File: config.mk
export PLATFORM = sky130hd
export DESIGN_NAME = dmem_dma_engine_flat
export DESIGN_NICKNAME = d
export VERILOG_FILES = /design/src/rtl/dmem_dma_if.sv /design/src/rtl/dmem_dma_engine.sv /design/src/flat_wrapper.sv
export SDC_FILE = /design/constraint.sdc
export NUM_CORES = 1
export LEC_CHECK = 0
export ABC_AREA = 1
export CAP_MARGIN = 10
export CORE_ASPECT_RATIO = 1.1
export CORE_MARGIN = 2
export CORE_UTILIZATION = 30
export DETAILED_ROUTE_END_ITERATION = 6
export SLEW_MARGIN = 5
export SYNTH_ARGS = -nofsm -noshare
export SYNTH_HDL_FRONTEND = slang
export SYNTH_SLANG_ARGS = --single-unit
File: constraint.sdc
create_clock -name clk -period 2.01 [get_ports clk]
set_input_delay 0.3015 -clock clk [delete_from_list [all_inputs] [get_ports clk]]
set_output_delay 0.3015 -clock clk [all_outputs]
set_load 0.02 [all_outputs]
File: src/rtl/dmem_dma_if.sv
// Data-memory bus seen from a DMA initiator: strobes, address and data out,
// arbiter grant and read data in.
interface dmem_dma_if #(
    parameter int WIDTH = 32
);
    logic               bus_gnt;
    logic [WIDTH-1:0]   bus_data_out;
    logic [WIDTH-1:0]   bus_addr_in;
    logic [WIDTH-1:0]   bus_data_in;
    logic [WIDTH/8-1:0] bus_byteen;
    logic               bus_mem_read;
    logic               bus_mem_write;
    logic               bus_req;

    modport master (
        input  bus_gnt,
        input  bus_data_out,
        output bus_addr_in,
        output bus_data_in,
        output bus_byteen,
        output bus_mem_read,
        output bus_mem_write,
        output bus_req
    );

    modport slave (
        output bus_gnt,
        output bus_data_out,
        input  bus_addr_in,
        input  bus_data_in,
        input  bus_byteen,
        input  bus_mem_read,
        input  bus_mem_write,
        input  bus_req
    );
endinterface

File: src/rtl/dmem_dma_engine.sv
// Word-copy DMA initiator on the data-memory bus: one read then one write
// per word, strobing only while the arbiter grants the bus.
module dmem_dma_engine #(
    parameter int WIDTH = 32,
    parameter int LEN_W = 16
) (
    input  logic             clk,
    input  logic             reset,
    input  logic             start,
    input  logic [WIDTH-1:0] src_addr,
    input  logic [WIDTH-1:0] dst_addr,
    input  logic [LEN_W-1:0] len_words,
    dmem_dma_if.master       bus,
    output logic             busy,
    output logic             done,
    output logic             err
);
    typedef enum logic [1:0] {
        S_IDLE,
        S_READ,
        S_WRITE,
        S_FIN
    } state_e;

    state_e           state_q, state_d;
    logic [WIDTH-1:0] src_q, src_d;
    logic [WIDTH-1:0] dst_q, dst_d;
    logic [LEN_W-1:0] cnt_q, cnt_d;
    logic [WIDTH-1:0] buf_q, buf_d;
    logic             err_q, err_d;

    always_ff @(posedge clk or negedge reset) begin
        if (!reset) begin
            state_q <= S_IDLE;
            src_q   <= '0;
            dst_q   <= '0;
            cnt_q   <= '0;
            buf_q   <= '0;
            err_q   <= 1'b0;
        end else begin
            state_q <= state_d;
            src_q   <= src_d;
            dst_q   <= dst_d;
            cnt_q   <= cnt_d;
            buf_q   <= buf_d;
            err_q   <= err_d;
        end
    end

    always_comb begin
        state_d           = state_q;
        src_d             = src_q;
        dst_d             = dst_q;
        cnt_d             = cnt_q;
        buf_d             = buf_q;
        err_d             = err_q;
        bus.bus_addr_in   = '0;
        bus.bus_data_in   = '0;
        bus.bus_byteen    = '0;
        bus.bus_mem_read  = 1'b0;
        bus.bus_mem_write = 1'b0;
        bus.bus_req       = 1'b0;
        done              = 1'b0;

        unique case (state_q)
            S_IDLE: begin
                if (start) begin
                    src_d = src_addr;
                    dst_d = dst_addr;
                    cnt_d = len_words;
                    err_d = 1'b0;
                    if ((src_addr[1:0] != 2'b00) || (dst_addr[1:0] != 2'b00)) begin
                        err_d   = 1'b1;
                        state_d = S_FIN;
                    end else if (len_words == '0) begin
                        state_d = S_FIN;
                    end else begin
                        state_d = S_READ;
                    end
                end
            end
            S_READ: begin
                bus.bus_req = 1'b1;
                if (bus.bus_gnt) begin
                    bus.bus_mem_read = 1'b1;
                    bus.bus_addr_in  = src_q;
                    buf_d            = bus.bus_data_out;
                    src_d            = src_q + WIDTH'(4);
                    state_d          = S_WRITE;
                end
            end
            S_WRITE: begin
                bus.bus_req = 1'b1;
                // buf_q is held across any grant gap until this write lands
                if (bus.bus_gnt) begin
                    bus.bus_mem_write = 1'b1;
                    bus.bus_byteen    = '1;
                    bus.bus_addr_in   = dst_q;
                    bus.bus_data_in   = buf_q;
                    dst_d             = dst_q + WIDTH'(4);
                    cnt_d             = cnt_q - LEN_W'(1);
                    state_d           = (cnt_q == LEN_W'(1)) ? S_FIN : S_READ;
                end
            end
            S_FIN: begin
                done    = 1'b1;
                state_d = S_IDLE;
            end
            default: state_d = S_IDLE;
        endcase
    end

    assign busy = (state_q != S_IDLE);
    assign err  = err_q;
endmodule
File: src/flat_wrapper.sv
// flat-port wrapper written by rule: the top's interface ports become plain ports
module dmem_dma_engine_flat 
#(
    parameter int WIDTH = 32,
    parameter int LEN_W = 16
)
  (clk, reset, start, src_addr, dst_addr, len_words, busy, done, err, bus_bus_gnt, bus_bus_data_out, bus_bus_addr_in, bus_bus_data_in, bus_bus_byteen, bus_bus_mem_read, bus_bus_mem_write, bus_bus_req);
  dmem_dma_if #(.WIDTH(WIDTH)) bus_i ();
  input  logic clk;
  input  logic reset;
  input  logic start;
  input  logic [WIDTH-1:0] src_addr;
  input  logic [WIDTH-1:0] dst_addr;
  input  logic [LEN_W-1:0] len_words;
  output logic busy;
  output logic done;
  output logic err;
  input wire logic [$bits(bus_i.bus_gnt)-1:0] bus_bus_gnt;
  input wire logic [$bits(bus_i.bus_data_out)-1:0] bus_bus_data_out;
  output wire logic [$bits(bus_i.bus_addr_in)-1:0] bus_bus_addr_in;
  output wire logic [$bits(bus_i.bus_data_in)-1:0] bus_bus_data_in;
  output wire logic [$bits(bus_i.bus_byteen)-1:0] bus_bus_byteen;
  output wire logic [$bits(bus_i.bus_mem_read)-1:0] bus_bus_mem_read;
  output wire logic [$bits(bus_i.bus_mem_write)-1:0] bus_bus_mem_write;
  output wire logic [$bits(bus_i.bus_req)-1:0] bus_bus_req;
  assign bus_i.bus_gnt = bus_bus_gnt;
  assign bus_i.bus_data_out = bus_bus_data_out;
  assign bus_bus_addr_in = bus_i.bus_addr_in;
  assign bus_bus_data_in = bus_i.bus_data_in;
  assign bus_bus_byteen = bus_i.bus_byteen;
  assign bus_bus_mem_read = bus_i.bus_mem_read;
  assign bus_bus_mem_write = bus_i.bus_mem_write;
  assign bus_bus_req = bus_i.bus_req;
  dmem_dma_engine #(.WIDTH(WIDTH), .LEN_W(LEN_W)) u_core (.clk(clk), .reset(reset), .start(start), .src_addr(src_addr), .dst_addr(dst_addr), .len_words(len_words), .bus(bus_i), .busy(busy), .done(done), .err(err));
endmodule
==> results.sh <==
export IMPL_place_congestion=0.890
export IMPL_period_needed_ns=2.15
export IMPL_antenna_left=0
export IMPL_use_met2=0.344
export IMPL_power_leakage_nw=5.32
export IMPL_clock_latency_ns=0.42
export IMPL_slew_violations=0
export IMPL_hpwl_mm=21.1
export IMPL_ys_flop_type="dfrtp_1"
export IMPL_placed_cells=1836
export IMPL_grt_pass1_wl_mm=45.7
export IMPL_setup_violations_final=64
export IMPL_yosys_top_cells_count="438 x nand2_1, 236 x nor2_1, 125 x inv_1"
export IMPL_drive_gt1_frac=0.171
export IMPL_clock_sinks=115
export IMPL_r2r_start="u_core.state_q[0]$_DFFE_PN0P_"
export IMPL_synth_fa_ha_area_frac=0.0142
export IMPL_num_vias=9170
export IMPL_postSynthCellCount=1301
export IMPL_synth_compound_area_frac=0.126
export IMPL_synth_async_reset_ratio=1.00
export IMPL_cp_slowest_cell="dfrtp_1"
export IMPL_synth_distinct_cells=32
export IMPL_clk_pin_slew_worst_paths_ns=0.06
export IMPL_post_route_period_util=1.07
export IMPL_viasPerCell=4.82
export IMPL_critPathLaunchType="register"
export IMPL_initial_utilization=0.305
export IMPL_fmax_ghz=0.464
export IMPL_drt_wl_total_mm=29.6
export IMPL_synthMuxAreaShare=0
export IMPL_die_height_um=175
export IMPL_hold_violations=0
export IMPL_use_met1=0.266
export IMPL_nets=1661
export IMPL_yosys_area_share_xor_xnor=0.00551
export IMPL_grt_busiest_layer="met2"
export IMPL_grt_pass1_vias=8572
export IMPL_tightest_slew_ns=0.519
export IMPL_violations="setup timing"
export IMPL_reg2regPathDepth=11
export IMPL_antenna_cells=0
export IMPL_utilization=0.457
export IMPL_grt_max_degree=82
export IMPL_grt_total_usage=0.207
export IMPL_end_kind="output pin"
export IMPL_r2r_slack_ns=0.08
export IMPL_slew_headroom=0.654
export IMPL_synth_top_family_by_area="simple AND/OR/NAND/NOR gates"
export IMPL_peakVddDrop_v=0.000667
export IMPL_wl_per_cell_um=15.6
export IMPL_rows=62
export IMPL_crit_path_end="bus_bus_addr_in[24]"
export IMPL_cp_cell_sequence="inv_2 > buf_6 > ha_4 > clkinv_8 > clkbuf_16 > a21oi_2 > buf_6"
export IMPL_crit_fanout=8
export IMPL_use_met3=0.0351
export IMPL_cts_buffers=17
export IMPL_antenna_found_initial=0
export IMPL_cts_root_buf="clkbuf_16"
export IMPL_synth_edff_count=0
export IMPL_cp_required_ns=1.71
export IMPL_dieWidth_um=159
export IMPL_synth_seq_area_share=0.362
export IMPL_syn_nets=1426
export IMPL_synth_top_area_cell="dfrtp_1"
export IMPL_r2r_end="u_core.src_q[8]$_DFFE_PN0P_"
export IMPL_clk_path_buf_depth=2
export IMPL_yosysMostFrequentCell="nand2_1"
export IMPL_area_delta_synth_final_pct=49.7
export IMPL_status="finished, violations left"
export IMPL_cts_tree="built"
export IMPL_worstSetupPathDepth=7
export IMPL_syn_area_per_cell_sq_um=6.11
export IMPL_synth_top_cell_area_share=0.362
export IMPL_layout_cells_non_filler=1901
export IMPL_skew_ns=0.0109
export IMPL_drt_pass1_iter_count=6
export IMPL_port_buffers=189
export IMPL_hold_class="input pin to asynchronous set/reset pin"
export IMPL_drv_cap=0
export IMPL_ys_warnings_count=0
export IMPL_max_stage_delay_ns=0.38
export IMPL_post_place_ws_ns=-0.325
export IMPL_h_tree_depth=4
export IMPL_crit_family="buffers and inverters"
export IMPL_critPathMostFrequentCell="buf_6"
export IMPL_die_area_sq_um=27800
export IMPL_drc=0
export IMPL_grt_overflow_total=0
export IMPL_arrival_ns=1.85
export IMPL_syn_area_sq_um=7950
export IMPL_ys_ff_latch=115
export IMPL_cp_num_buf_inv=5
export IMPL_first_iter_violations=659
export IMPL_critPathKind="register to output pin"
export IMPL_yosys_top_cells_area="dfrtp_1 36%, nand2_1 21%, nor2_1 11%, o21ai_0 6.9%, nand3_1 6.0%"
export IMPL_powerDensity_nw_per_um2=1610
export IMPL_rsz0062_at_grt="true"
export IMPL_io_pins=190
export IMPL_setup_ws_ns=-0.144
export IMPL_core_area_sq_um=26100
export IMPL_synthSimpleGateAreaFrac=0.399
export IMPL_startpoint="u_core.state_q[1]$_DFFE_PN0P_"
[flip-flops by register name, indices dropped and copies added, names as in the netlist]
signal          count
u_core.buf_q       32
u_core.dst_q       32
u_core.src_q       32
u_core.cnt_q       16
u_core.state_q      2
u_core.err          1
[through the flow]
stage	total power (W)	TNS, ns	hold WS (ns)	instance area [sq um]
5_1_grt	0.0206	-8.84	0.442	11900
2_1_floorplan	0.0104	0	0.00591	7980
4_1_cts	0.0181	-4.15	0.401	11500
3_3_place_gp	0.0141	-15.53	0.316	10600
6_report	0.0191	-4.92	0.389	11900
3_5_place_dp	0.0142	-16.18	0.312	10600
[cells in the final DEF, fill, tap and decap left out, types with 2 or more instances in the layout]
master | netlist | routed
nand2_1 | 438 | 419
nor2_1 | 236 | 232
inv_1 | 125 | 121
clkdlybuf4s50_1 | 0 | 115
dfrtp_1 | 115 | 115
o21ai_0 | 109 | 109
nand3_1 | 95 | 95
buf_4 | 4 | 68
buf_6 | 0 | 35
a21oi_1 | 62 | 30
clkbuf_16 | 0 | 21
a21oi_2 | 0 | 20
buf_2 | 22 | 18
nand2_2 | 3 | 17
a21oi_4 | 1 | 13
buf_12 | 0 | 13
nand4_1 | 10 | 10
clkdlybuf4s15_2 | 0 | 9
nor2_2 | 4 | 8
inv_2 | 6 | 7
o21ai_1 | 7 | 7
ha_1 | 9 | 6
xor2_1 | 5 | 5
nand2_4 | 0 | 5
clkinv_4 | 0 | 5
buf_8 | 0 | 5
clkinv_2 | 0 | 4
bufinv_16 | 0 | 4
nor3_1 | 3 | 3
ha_4 | 0 | 3
nor2_4 | 2 | 2
o22ai_1 | 2 | 2
a22oi_1 | 2 | 2
a31oi_1 | 2 | 2
a2bb2oi_1 | 2 | 2
clkinv_8 | 0 | 2
buf_16 | 0 | 2
[where the power goes]
group	leakage [nW]	internal (W)	total, W	switching, W
clock	0.311	0.00211	0.00328	0.00117
combinational	3.61	0.00448	0.0108	0.00628
sequential	1.39	0.00352	0.00506	0.00154
total	5.32	0.0101	0.0191	0.00900
[routing by layer]
metal,part of all wire,routed length [um]
met5,0,0
met4,0.043,1270
met3,0.062,1850
met2,0.47,13800
met1,0.43,12700
[worst min-delay path by stage]
stage,start,end,slack [ns]
CTS,reset,u_core.cnt_q[5]$_DFFE_PN0P_,0.40
finish,reset,u_core.cnt_q[5]$_DFFE_PN0P_,0.39
global route,reset,u_core.cnt_q[5]$_DFFE_PN0P_,0.44
global placement,reset,u_core.cnt_q[5]$_DFFE_PN0P_,0.32
floorplan,reset,u_core.buf_q[0]$_DFFE_PN0P_,0.006
detailed placement,reset,u_core.cnt_q[4]$_DFFE_PN0P_,0.31
[layout make-up]
class,instances,area (sq um)
clock buffers,19,443
clock inverters,13,184
well taps,352,440
inverters,131,524
repair buffers,272,2770
multi-input cells,999,4670
flip-flops and latches,115,2880
fillers,2707,14200
[timing repair]
item / in CTS / in global routing
gates cloned: 7 / 6
pin swaps: 8 / 12
setup buffers: 15 / 7
hold buffers: 1 / 0
hold endpoints to repair: 30 / 0
setup endpoints to repair: 73 / 82
resized for setup: 350 / 108
[kinds of logic (layout without fill, tap and decap cells)]
kind of cell	after synthesis	in the layout
simple gates	794	794
fa+ha+maj	9	9
compound gates	191	191
flops	115	115
buf+inv	187	435
xor+xnor	5	5
Note: power is estimated with default switching activity, not from simulation.
